[src/rtl/rr_arb8_mux_pkg.sv]
// Shared types and sizes for the 8-way round-robin arbiter with 8:1 data select.
package rr_arb8_mux_pkg;

  localparam int unsigned NREQ  = 8;
  localparam int unsigned SEL_W = 3;
  localparam int unsigned CNT_W = 4;

  typedef enum logic [0:0] {
    IDLE  = 1'b0,
    GRANT = 1'b1
  } state_t;

  // One-hot vector with bit idx set.
  function automatic logic [NREQ-1:0] onehot(input logic [SEL_W-1:0] idx);
    return NREQ'(1) << idx;
  endfunction

endpackage

[src/rtl/rr_arb8_mux_pick8.sv]
// Combinational round-robin picker: first set req bit at or above ptr, wrapping 7->0.
module rr_pick8
  import rr_arb8_mux_pkg::*;
(
  input  logic [NREQ-1:0]  req,
  input  logic [SEL_W-1:0] ptr,
  output logic [SEL_W-1:0] winner,
  output logic             any
);

  logic [SEL_W-1:0] idx;

  // Scan from farthest to nearest offset so the nearest set bit is written last.
  always_comb begin
    winner = '0;
    idx    = '0;
    for (int k = int'(NREQ) - 1; k >= 0; k--) begin
      idx = ptr + SEL_W'(k);
      if (req[idx]) winner = idx;
    end
  end

  assign any = |req;

endmodule

[src/rtl/rr_arb8_mux.sv]
// 8-requester round-robin arbiter with bounded hold time, timeout pulse and 8:1 data mux.
module rr_arb8_mux
  import rr_arb8_mux_pkg::*;
#(
  parameter int unsigned HOLD_MAX = 15
) (
  input  logic             clk,
  input  logic             rst_n,
  input  logic [NREQ-1:0]  req,
  input  logic             rel,
  input  logic [NREQ-1:0]  d,
  output logic [NREQ-1:0]  gnt,
  output logic [SEL_W-1:0] sel,
  output logic             gnt_vld,
  output logic             y,
  output logic             tout
);

  localparam logic [CNT_W-1:0] HOLD_LAST = CNT_W'(HOLD_MAX - 1);

  state_t           state_q, state_d;
  logic [SEL_W-1:0] ptr_q, ptr_d;
  logic [CNT_W-1:0] cnt_q, cnt_d;
  logic [NREQ-1:0]  gnt_q, gnt_d;
  logic [SEL_W-1:0] sel_q, sel_d;
  logic             vld_q, vld_d;
  logic             tout_q, tout_d;

  logic [SEL_W-1:0] winner_c;
  logic             any_c;
  logic             hold_done_c;

  rr_pick8 u_pick (
    .req    (req),
    .ptr    (ptr_q),
    .winner (winner_c),
    .any    (any_c)
  );

  assign hold_done_c = (cnt_q == HOLD_LAST);

  // Next-state and registered-output computation.
  always_comb begin
    state_d = state_q;
    ptr_d   = ptr_q;
    cnt_d   = cnt_q;
    gnt_d   = gnt_q;
    sel_d   = sel_q;
    vld_d   = vld_q;
    tout_d  = 1'b0;
    case (state_q)
      IDLE: begin
        gnt_d = '0;
        vld_d = 1'b0;
        cnt_d = '0;
        if (any_c) begin
          state_d = GRANT;
          gnt_d   = onehot(winner_c);
          sel_d   = winner_c;
          vld_d   = 1'b1;
        end
      end
      GRANT: begin
        if (rel || !req[sel_q] || hold_done_c) begin
          state_d = IDLE;
          gnt_d   = '0;
          vld_d   = 1'b0;
          ptr_d   = sel_q + SEL_W'(1);
          cnt_d   = '0;
          // Only a forced end while the owner still wants the bus counts as a timeout.
          tout_d  = hold_done_c && !rel && req[sel_q];
        end else begin
          cnt_d = cnt_q + CNT_W'(1);
        end
      end
      default: begin
        state_d = IDLE;
        gnt_d   = '0;
        vld_d   = 1'b0;
        cnt_d   = '0;
      end
    endcase
  end

  always_ff @(posedge clk or negedge rst_n) begin
    if (!rst_n) begin
      state_q <= IDLE;
      ptr_q   <= '0;
      cnt_q   <= '0;
      gnt_q   <= '0;
      sel_q   <= '0;
      vld_q   <= 1'b0;
      tout_q  <= 1'b0;
    end else begin
      state_q <= state_d;
      ptr_q   <= ptr_d;
      cnt_q   <= cnt_d;
      gnt_q   <= gnt_d;
      sel_q   <= sel_d;
      vld_q   <= vld_d;
      tout_q  <= tout_d;
    end
  end

  assign gnt     = gnt_q;
  assign sel     = sel_q;
  assign gnt_vld = vld_q;
  assign tout    = tout_q;

  // Unregistered data select, forced low without an owner.
  assign y = vld_q ? d[sel_q] : 1'b0;

endmodule

[config.mk]
export PLATFORM = sky130hd
export DESIGN_NAME = rr_arb8_mux
export DESIGN_NICKNAME = d
export VERILOG_FILES = /design/src/rtl/rr_arb8_mux_pkg.sv /design/src/rtl/rr_arb8_mux_pick8.sv /design/src/rtl/rr_arb8_mux.sv
export SDC_FILE = /design/constraint.sdc
export NUM_CORES = 1
export LEC_CHECK = 0
export CAP_MARGIN = 5
export CORE_ASPECT_RATIO = 0.6
export CORE_MARGIN = 2
export CORE_UTILIZATION = 48
export CTS_CLUSTER_SIZE = 40
export DETAILED_ROUTE_END_ITERATION = 10
export HOLD_SLACK_MARGIN = 0.02
export PLACE_DENSITY = 0.87
export SLEW_MARGIN = 15
export SYNTH_ARGS = -nofsm -noshare
export SYNTH_HDL_FRONTEND = slang
export SYNTH_SLANG_ARGS = --single-unit
[constraint.sdc]
create_clock -name clk -period 3.1 [get_ports clk]
set_input_delay 0.31 -clock clk [delete_from_list [all_inputs] [get_ports clk]]
set_output_delay 0.31 -clock clk [all_outputs]
set_load 0.02 [all_outputs]
Word level (Yosys, flattened, before mapping)
Index checks and enable logic that the tools add are counted.
{"block": "word_totals", "register_bits": 21}
{"block": "classes", "bitwise_logic": 1, "reduce_logical": 9, "n_lt_le_gt_ge": 9, "eq_ne": 2, "n_shift": 1, "mux": 41, "add_sub_neg": 9}
{"op": "< comparator 3 x 4 -> 1 bit, second input constant", "count": 9}
{"op": "binary-select mux 1 bit (select 3 bit)", "count": 10}
{"op": "2-to-1 mux 3 bit", "count": 8}
{"op": "2-to-1 mux 1 bit", "count": 16}
{"op": "2-to-1 mux 8 bit", "count": 2}
{"op": "one-hot mux 8 bit (2 select lines)", "count": 1}
{"op": "adder 3 bit, second input constant", "count": 4}
{"op": "one-hot mux 4 bit (2 select lines)", "count": 1}
{"op": "OR reduction 8 bit", "count": 1}
{"op": "left shift 1 x 3 -> 8 bit, first input constant", "count": 1}
{"op": "adder 3 x 1 -> 3 bit, second input constant", "count": 2}
{"op": "adder 3 x 2 -> 3 bit, second input constant", "count": 2}
{"op": "adder 4 x 1 -> 4 bit, second input constant", "count": 1}
{"op": "equality test 4 bit, second input constant", "count": 1}
{"op": "2-to-1 mux 4 bit", "count": 1}
{"op": "one-hot mux 1 bit (2 select lines)", "count": 2}
{"op": "AND reduction 2 bit", "count": 2}
{"op": "logical AND 1 bit", "count": 2}
{"op": "logical NOT 1 bit", "count": 2}
{"op": "logical OR 1 bit", "count": 2}
{"op": "!= test 2 x 1 -> 1 bit, second input constant", "count": 1}
{"op": "NOT 1 bit", "count": 1}

Longest topological paths before layout
Gate-level depths: netlist (run 1).
{"block": "depth", "depth_word": 14, "mapped_depth": 13}

Hierarchy
A second synthesis (run 1) with hierarchy kept.
{"block": "hier_totals", "hier_cells": 171, "area_unflattened_um2": 1851.8}
{"module": "rr_arb8_mux", "seq_area_each_um2": 525.5, "area_each_um2": 1059.8, "instances": 1, "cells_per_inst": 86}
{"module": "rr_pick8", "seq_area_each_um2": 0.0, "area_each_um2": 792.0, "instances": 1, "cells_per_inst": 85}

Least setup slack after synthesis (run 1)
Ideal clock, no wire load.
{"block": "synth_path", "path_kind": "reg2reg", "start": "register ptr_q[0]", "end": "register gnt_q[1], in the netlist gnt[1]", "synth_period_minus_slack_ps": 2998, "path_stages_with_launch": 14, "arrival_ps": 2876, "setup_time_ps": 122, "path_slack_ps": 102, "path_buffers": 4, "required_time_ps": 2978, "path_cell_list": "dfrtp_1 > buf_4 > buf_2 > inv_1 > ha_1 > buf_2 > buf_2 > mux2i_1 > mux2i_1 > o221ai_1 > nor3_1 > a211oi_1 > nand4_1 > a32o_1"}
{"block": "synth_between", "elab_chain_len": 14}
{"element": "start, declared", "line": "rr_arb8_mux.sv:22", "text": "logic [SEL_W-1:0] ptr_q, ptr_d;"}
{"element": "start signal, assigned", "line": "rr_arb8_mux.sv:96", "text": "ptr_q <= ptr_d;"}
{"element": "adder 3 bit", "line": "rr_arb8_mux_pick8.sv:18", "text": "idx = ptr + SEL_W'(k);"}
{"element": "binary-select mux 1 bit (select 3 bit)", "line": "rr_arb8_mux_pick8.sv:19", "text": "if (req[idx]) winner = idx;"}
{"element": "2-to-1 mux 1 bit (implied by the code)", "line": "rr_arb8_mux_pick8.sv:19"}
{"element": "2-to-1 mux 3 bit (7 in a row)", "line": "rr_arb8_mux_pick8.sv:19"}
{"element": "2-to-1 mux 3 bit (*)", "line": "rr_arb8_mux_pick8.sv:19"}
{"element": "left shift 1 x 3 -> 8 bit (*)", "line": "rr_arb8_mux_pkg.sv:15", "text": "return NREQ'(1) << idx;"}
{"element": "2-to-1 mux 8 bit (*)", "line": "rr_arb8_mux.sv:56", "text": "if (any_c) begin"}
{"element": "one-hot mux 8 bit (2 select lines) (*)", "line": "rr_arb8_mux.sv:51", "text": "case (state_q)"}
{"element": "end signal, assigned", "line": "rr_arb8_mux.sv:98", "text": "gnt_q <= gnt_d;"}
{"element": "end, declared", "line": "rr_arb8_mux.sv:24", "text": "logic [NREQ-1:0] gnt_q, gnt_d;"}
Mark *: on every way between the ends. The rest lies on a longest branch, timed or not. The select of a mux whose other input is x is not followed.
A chain may end at the register's enable or synchronous reset.

Worst setup path in the final report (run 1)
Same ends and word-level chain as after synthesis.

==> results of run 1 <==
## critical path, cell delays in order, from the launching register on
cell and delay [ns]:
dfrtp_1 0.35, inv_1 0.06, ha_2 0.47, mux4_2 0.40, a221oi_1 0.36, a31oi_1 0.11, a311oi_1 0.28, a31oi_1 0.14
and2_2 0.25, a32o_1 0.26
## cell type report
| class | instances | area [um2] |
|---|---|---|
| Clock inverter | 1 | 5.005 |
| Clock buffer | 3 | 41.29 |
| Sequential cell | 21 | 525.5 |
| Fill cell | 333 | 1379 |
| Inverter | 7 | 26.28 |
| Timing Repair Buffer | 45 | 417.9 |
| Tap cell | 47 | 58.81 |
| Multi-Input combinational cell | 159 | 1311 |
## cells in the final DEF, fill, tap and decap left out, types with 2 or more instances in the layout
cell type | synthesis | routed
xnor2_1 | 2 | 2
xor2_1 | 4 | 4
a21o_1 | 2 | 2
nor3_1 | 3 | 3
or2_2 | 2 | 2
o21ai_0 | 7 | 7
and2_1 | 5 | 5
o22ai_1 | 3 | 3
dfrtp_1 | 21 | 21
a31oi_1 | 4 | 4
a21oi_1 | 5 | 5
nand2_1 | 20 | 20
a221oi_1 | 2 | 2
nor2b_1 | 4 | 4
clkdlybuf4s50_1 | 0 | 32
mux4_2 | 10 | 10
nand3_1 | 8 | 8
mux2i_1 | 17 | 17
mux2_2 | 9 | 9
nor2_1 | 10 | 10
a32o_1 | 8 | 8
clkbuf_8 | 0 | 3
nand4_1 | 2 | 2
buf_4 | 1 | 13
a221o_1 | 2 | 2
o221ai_1 | 4 | 3
nor4_1 | 2 | 2
ha_1 | 5 | 4
inv_1 | 7 | 7
a211oi_1 | 2 | 2
## registers in the layout, summed over array words and instances, names as in the netlist
name / cells
gnt: 8
cnt_q: 4
ptr_q: 3
sel: 3
gnt_vld: 1
state_q: 1
tout: 1
## logic make-up (layout without fill, tap and decap cells)
logic type                 Yosys count  count (layout)  synth area share (%)
DFF                                 21              21                 27.24
buffers and inverters               22              56                 5.253
and+or+nand+nor                     66              66                 17.90
muxes                               36              36                 25.75
AOI/OAI and AO/OA                   46              46                 17.90
adders and majority gates            5               5                 3.243
xor gates and xnor gates             6               6                 2.724
## metal layers
metal,vias to the layer above,global-route usage (%),share of wire (%)
met5,-,0,0
met4,0,2.116,0.080
met3,2,7.956,10
met2,88,34.90,41
met1,862,36.47,49
li1,840,-,-
## power groups by stage
stage / Clock [mW] / Sequential (mW) / Combinational [mW]
after CTS: 0.180 / 0.476 / 2.14
final: 0.177 / 0.474 / 2.19
after global routing: 0.194 / 0.495 / 2.41
after detailed placement: 0 / 0.481 / 2.13
after global placement: 0 / 0.476 / 2.09
after floorplan: 0 / 0.497 / 1.56
## per-stage QoR
| step | instances | utilization [%] |
|---|---|---|
| 6_report | 283 | 63.38 |
| 5_1_grt | 283 | 63.38 |
| 4_1_cts | 283 | 63.14 |
| 3_5_place_dp | 279 | 61.91 |
| 3_3_place_gp | 279 | 61.91 |
| 2_1_floorplan | 202 | - |
## worst paths after layout
path | endpoint | slack (ns) | depth (start not counted)
worst max-delay path | gnt[1] | 0.31 | 9
worst min-delay path | gnt[3] | 0.49 | 1
worst max register to register | gnt[1] | 0.31 | 9
worst min register to register | gnt[3] | 0.49 | 1
max in group asynchronous | ptr_q[2] | 1.98 | 1
min in group asynchronous | gnt[7] | 0.56 | 1
## repair_timing
action	CTS	global route
setup endpoints to repair	0	5
resized for setup	0	2
hold endpoints to repair	0	0
==> flow_summary.json, run 1 <==
{
  "status": "complete, but fails checks",
  "violations": "design-rule violations",
  "syn_inst": 202,
  "htreeDepth": 1,
  "period_minus_slack_ns": 2.786,
  "clock.fmax_mhz": 359.0,
  "grt_first_pass_wirelength_mm": 8.411,
  "synth-seq-cells": 21,
  "post-cts-setup-buffers": 0,
  "cts_buffer_depth": 2,
  "switching_share_pct": 48.51,
  "wire_per_inst_um": 17.71,
  "seq_area_frac_synth_pct": 27.24,
  "startpoint_type": "flop",
  "core-area_um2": 3765,
  "crit_type": "reg -> reg",
  "cts_made_buffers": 3,
  "pre_cts_ws_ns": 0.1785,
  "hold_buffers": 0,
  "hp-class": "reg -> reg",
  "grtUsageTotal_pct": 24.28,
  "drive_above_1_share_pct": 19.07,
  "ioPinCount": 33,
  "netlist_top_cells_area": "dfrtp_1 (27%), mux4_2 (12%), mux2i_1 (8.8%)",
  "antenna_left": 0,
  "ir_worst_vdd_mv": 0.6205,
  "cp-end-kind": "flop",
  "post-route-period-util_pct": 89.86,
  "r2r-start": "ptr_q[0]",
  "place_area_um2": 2331,
  "clock_power_share_pct": 6.2,
  "async_flop_share_pct": 100.0,
  "grt_pass1_vias": 1641,
  "ys_top_cells_by_count": "dfrtp_1 (21), nand2_1 (20), mux2i_1 (17)",
  "worst_pin_slew_ns": 0.9166,
  "synth_edf_count": 0,
  "num_vias": 1792,
  "crit_arrival_ns": 2.94,
  "p_comb_share_pct": 77.1,
  "die_w_um": 85.85,
  "fp-row-count": 17,
  "ys_types": 49,
  "overflow": 0,
  "fin_total_pwr_mw": 2.844,
  "hold_start": "gnt[3]",
  "cp-startpoint": "ptr_q[0]",
  "p_sw_mw": 1.380,
  "worst_slack_ns": 0.3142,
  "antenna_found_initial": 0,
  "critPathRequiredTime_ns": 3.26,
  "clkLatencyLatePin_ns": 0.26,
  "setup_viol": 0,
  "rsz0062_at_grt": "false",
  "nNetsFinal": 261,
  "leakagePower_nw": 0.9995,
  "hold_slack_ns": 0.4934,
  "design_area_um2": 2386,
  "post_drt_via_cell_ratio": 6.332,
  "p_seq_share_pct": 16.7,
  "path_max_fanout": 9,
  "yosysTopAreaCellShare_pct": 27.24,
  "maxCapViolations": 0,
  "fin_setup_tns_ns": 0,
  "clock-sinks": 21,
  "gp_congestion": 0.9712,
  "die_h_um": 53.11,
  "syn_to_final_growth_pct": 23.67,
  "start_util_pct": 51.25,
  "hold_viol_final": 0,
  "power.internal_mw": 1.464,
  "skew_ns": 0.004766,
  "cts_root_buf": "clkbuf_8",
  "synthFlopType": "dfrtp_1",
  "dieArea_um2": 4559,
  "tritoncts": "built",
  "slew_headroom_pct": 38.70,
  "io_buffers": 32,
  "route.detailed.drc": 1,
  "power.density_nw_per_um2": 1192,
  "slew_violations": 0,
  "yosysWarnings": 0,
  "drt_first_pass_iters": 8,
  "yosysMostFrequentCell": "dfrtp_1",
  "syn_area_um2": 1929,
  "antenna_cells": 0,
  "drt_wl_total_mm": 5.013,
  "drtIter0Drc": 199,
  "place.detailed.hpwl_mm": 3.856,
  "synth_top_area_cell": "dfrtp_1",
  "syn_nets": 226,
  "grt_max_degree": 23,
  "avgSynthCellArea_um2": 9.551,
  "clkSlewWorstSetupHoldPaths_ns": 0.07
}
No activity file was read; power rests on OpenSTA's default activity.
==> run 2: changes to the inputs <==
--- a/config.mk
+++ b/config.mk
@@ -7,7 +7,6 @@
 export LEC_CHECK = 0
 export CAP_MARGIN = 5
 export CORE_ASPECT_RATIO = 0.6
-export CORE_MARGIN = 2
 export CORE_UTILIZATION = 48
 export CTS_CLUSTER_SIZE = 40
 export DETAILED_ROUTE_END_ITERATION = 10
==> flow_summary.json, run 2 (synthesis gave the netlist of run 1 again) <==
{
  "status": "complete, but fails checks",
  "violations": "design-rule violations",
  "dieArea_um2": 4286,
  "drtIter0Drc": 231,
  "drt_wl_total_mm": 5.014,
  "drt_first_pass_iters": 8,
  "hold_buffers": 0,
  "ioPinCount": 33,
  "leakagePower_nw": 0.9938,
  "slew_headroom_pct": 39.17,
  "route.detailed.drc": 4,
  "ir_worst_vdd_mv": 0.5073,
  "clock.fmax_mhz": 340.7,
  "core-area_um2": 3765,
  "multi_input_area_um2": 1308,
  "htreeDepth": 1,
  "final-seq-area_um2": 525.5,
  "power.internal_mw": 1.488,
  "nFillCells": 317,
  "maxCapViolations": 0,
  "p_seq_share_pct": 15.9,
  "antenna_cells": 0,
  "drive_above_1_share_pct": 18.64,
  "gp_congestion": 0.9879,
  "grtUsageTotal_pct": 25.12,
  "skew_ns": 0.001494,
  "critPathRequiredTime_ns": 3.25,
  "hp-class": "reg -> reg",
  "fp-row-count": 17,
  "clock-sinks": 21,
  "nNetsFinal": 261,
  "cts_made_buffers": 3,
  "p_sw_mw": 1.386,
  "crit_type": "reg -> reg",
  "io_buffers": 32,
  "final_common_cell": "clkdlybuf4s50_1",
  "grt_pass1_vias": 1675,
  "antenna_left": 0,
  "switching_share_pct": 48.22,
  "overflow": 0,
  "num_vias": 1813,
  "hold_viol_final": 0,
  "power.density_nw_per_um2": 1207,
  "largest_reg_flops": 8,
  "post_drt_via_cell_ratio": 6.406,
  "clock_power_share_pct": 6.2,
  "regToRegSetupSlack_ns": 0.17,
  "cts_root_buf": "clkbuf_8",
  "slew_violations": 0,
  "startpoint_type": "flop",
  "path_max_fanout": 8,
  "syn_to_final_growth_pct": 23.41,
  "start_util_pct": 51.25,
  "clkSlewWorstSetupHoldPaths_ns": 0.07,
  "grt_max_degree": 30,
  "setup_viol": 0,
  "wire_per_inst_um": 17.72,
  "cp-end-kind": "flop",
  "place.detailed.hpwl_mm": 3.822,
  "die_w_um": 83.85,
  "grt_first_pass_wirelength_mm": 8.286,
  "crit_arrival_ns": 3.08,
  "die_h_um": 51.11,
  "worst_pin_slew_ns": 0.9096,
  "antenna_found_initial": 0,
  "fin_total_pwr_mw": 2.874,
  "p_comb_share_pct": 77.9,
  "clkLatencyLatePin_ns": 0.26,
  "fin_setup_tns_ns": 0,
  "final_cell_mix": "clkdlybuf4s50_1 (32), dfrtp_1 (21), nand2_1 (20)",
  "period_minus_slack_ns": 2.935,
  "post-route-period-util_pct": 94.67,
  "cts_buffer_depth": 2,
  "tritoncts": "built"
}
[run 2: final cells by class]
| class | instances | share of cell area [%] |
|---|---|---|
| Timing Repair Buffer | 45 | 17.55 |
| Clock buffer | 4 | 1.892 |
| Inverter | 7 | 1.104 |
| Sequential cell | 21 | 22.07 |
| Multi-Input combinational cell | 159 | 54.91 |
| Tap cell | 47 | 2.470 |
[run 2: per-stage QoR]
stage / instance area [um2] / cells / util [%] / setup slack (ns) / hold slack [ns]
6_report: 2381 / 283 / 63.24 / 0.1652 / 0.4991
5_1_grt: 2381 / 283 / 63.24 / -0.0002931 / 0.5318
4_1_cts: 2369 / 282 / 62.91 / 0.1194 / 0.5027
3_5_place_dp: 2323 / 278 / 61.71 / 0.1318 / 0.4862
3_3_place_gp: 2323 / 278 / 61.71 / 0.1978 / 0.4789
2_1_floorplan: 1929 / 202 / - / 0.1022 / 0.01441
[run 2: worst paths after layout]
check / from / end / cells past startpoint
setup / recovery: ptr_q[0] / gnt[1] / 11
hold / removal: gnt[3] / gnt[3] / 1
setup reg to reg: ptr_q[0] / gnt[1] / 11
hold reg to reg: gnt[3] / gnt[3] / 1
max in group asynchronous: rst_n / gnt[6] / 1
min in group asynchronous: rst_n / cnt_q[1] / 1
[run 2: power by group through the flow]
stage	sequential, mW	clock [mW]	combinational, mW
2_1_floorplan	0.497	0	1.56
3_3_place_gp	0.458	0	2.10
3_5_place_dp	0.464	0	2.15
4_1_cts	0.459	0.182	2.16
5_1_grt	0.475	0.192	2.43
6_report	0.457	0.178	2.24
[run 2: per-layer routing]
metal	share of wire, %	wire length (um)	track usage, %
met1	46	2331	38.63
met2	41	2077	36.48
met3	11	570	5.977
met4	0.70	35	3.448
met5	0	0	0
[run 2: what timing repair did]
| item | in CTS | in global routing |
|---|---|---|
| buffers inserted | 0 | 1 |
| endpoints found under the setup margin | 0 | 9 |
| resized for setup | 0 | 2 |
[run 2: critical path, cell delays in order, from the launching register on]
cell and delay [ns]:
dfrtp_1 0.35, inv_1 0.12, ha_2 0.47, buf_4 0.23
mux2i_1 0.19, nand2_1 0.10, o221ai_1 0.32, nor3_1 0.09
a211oi_1 0.38, nand4_1 0.14, buf_4 0.19, a32o_1 0.24
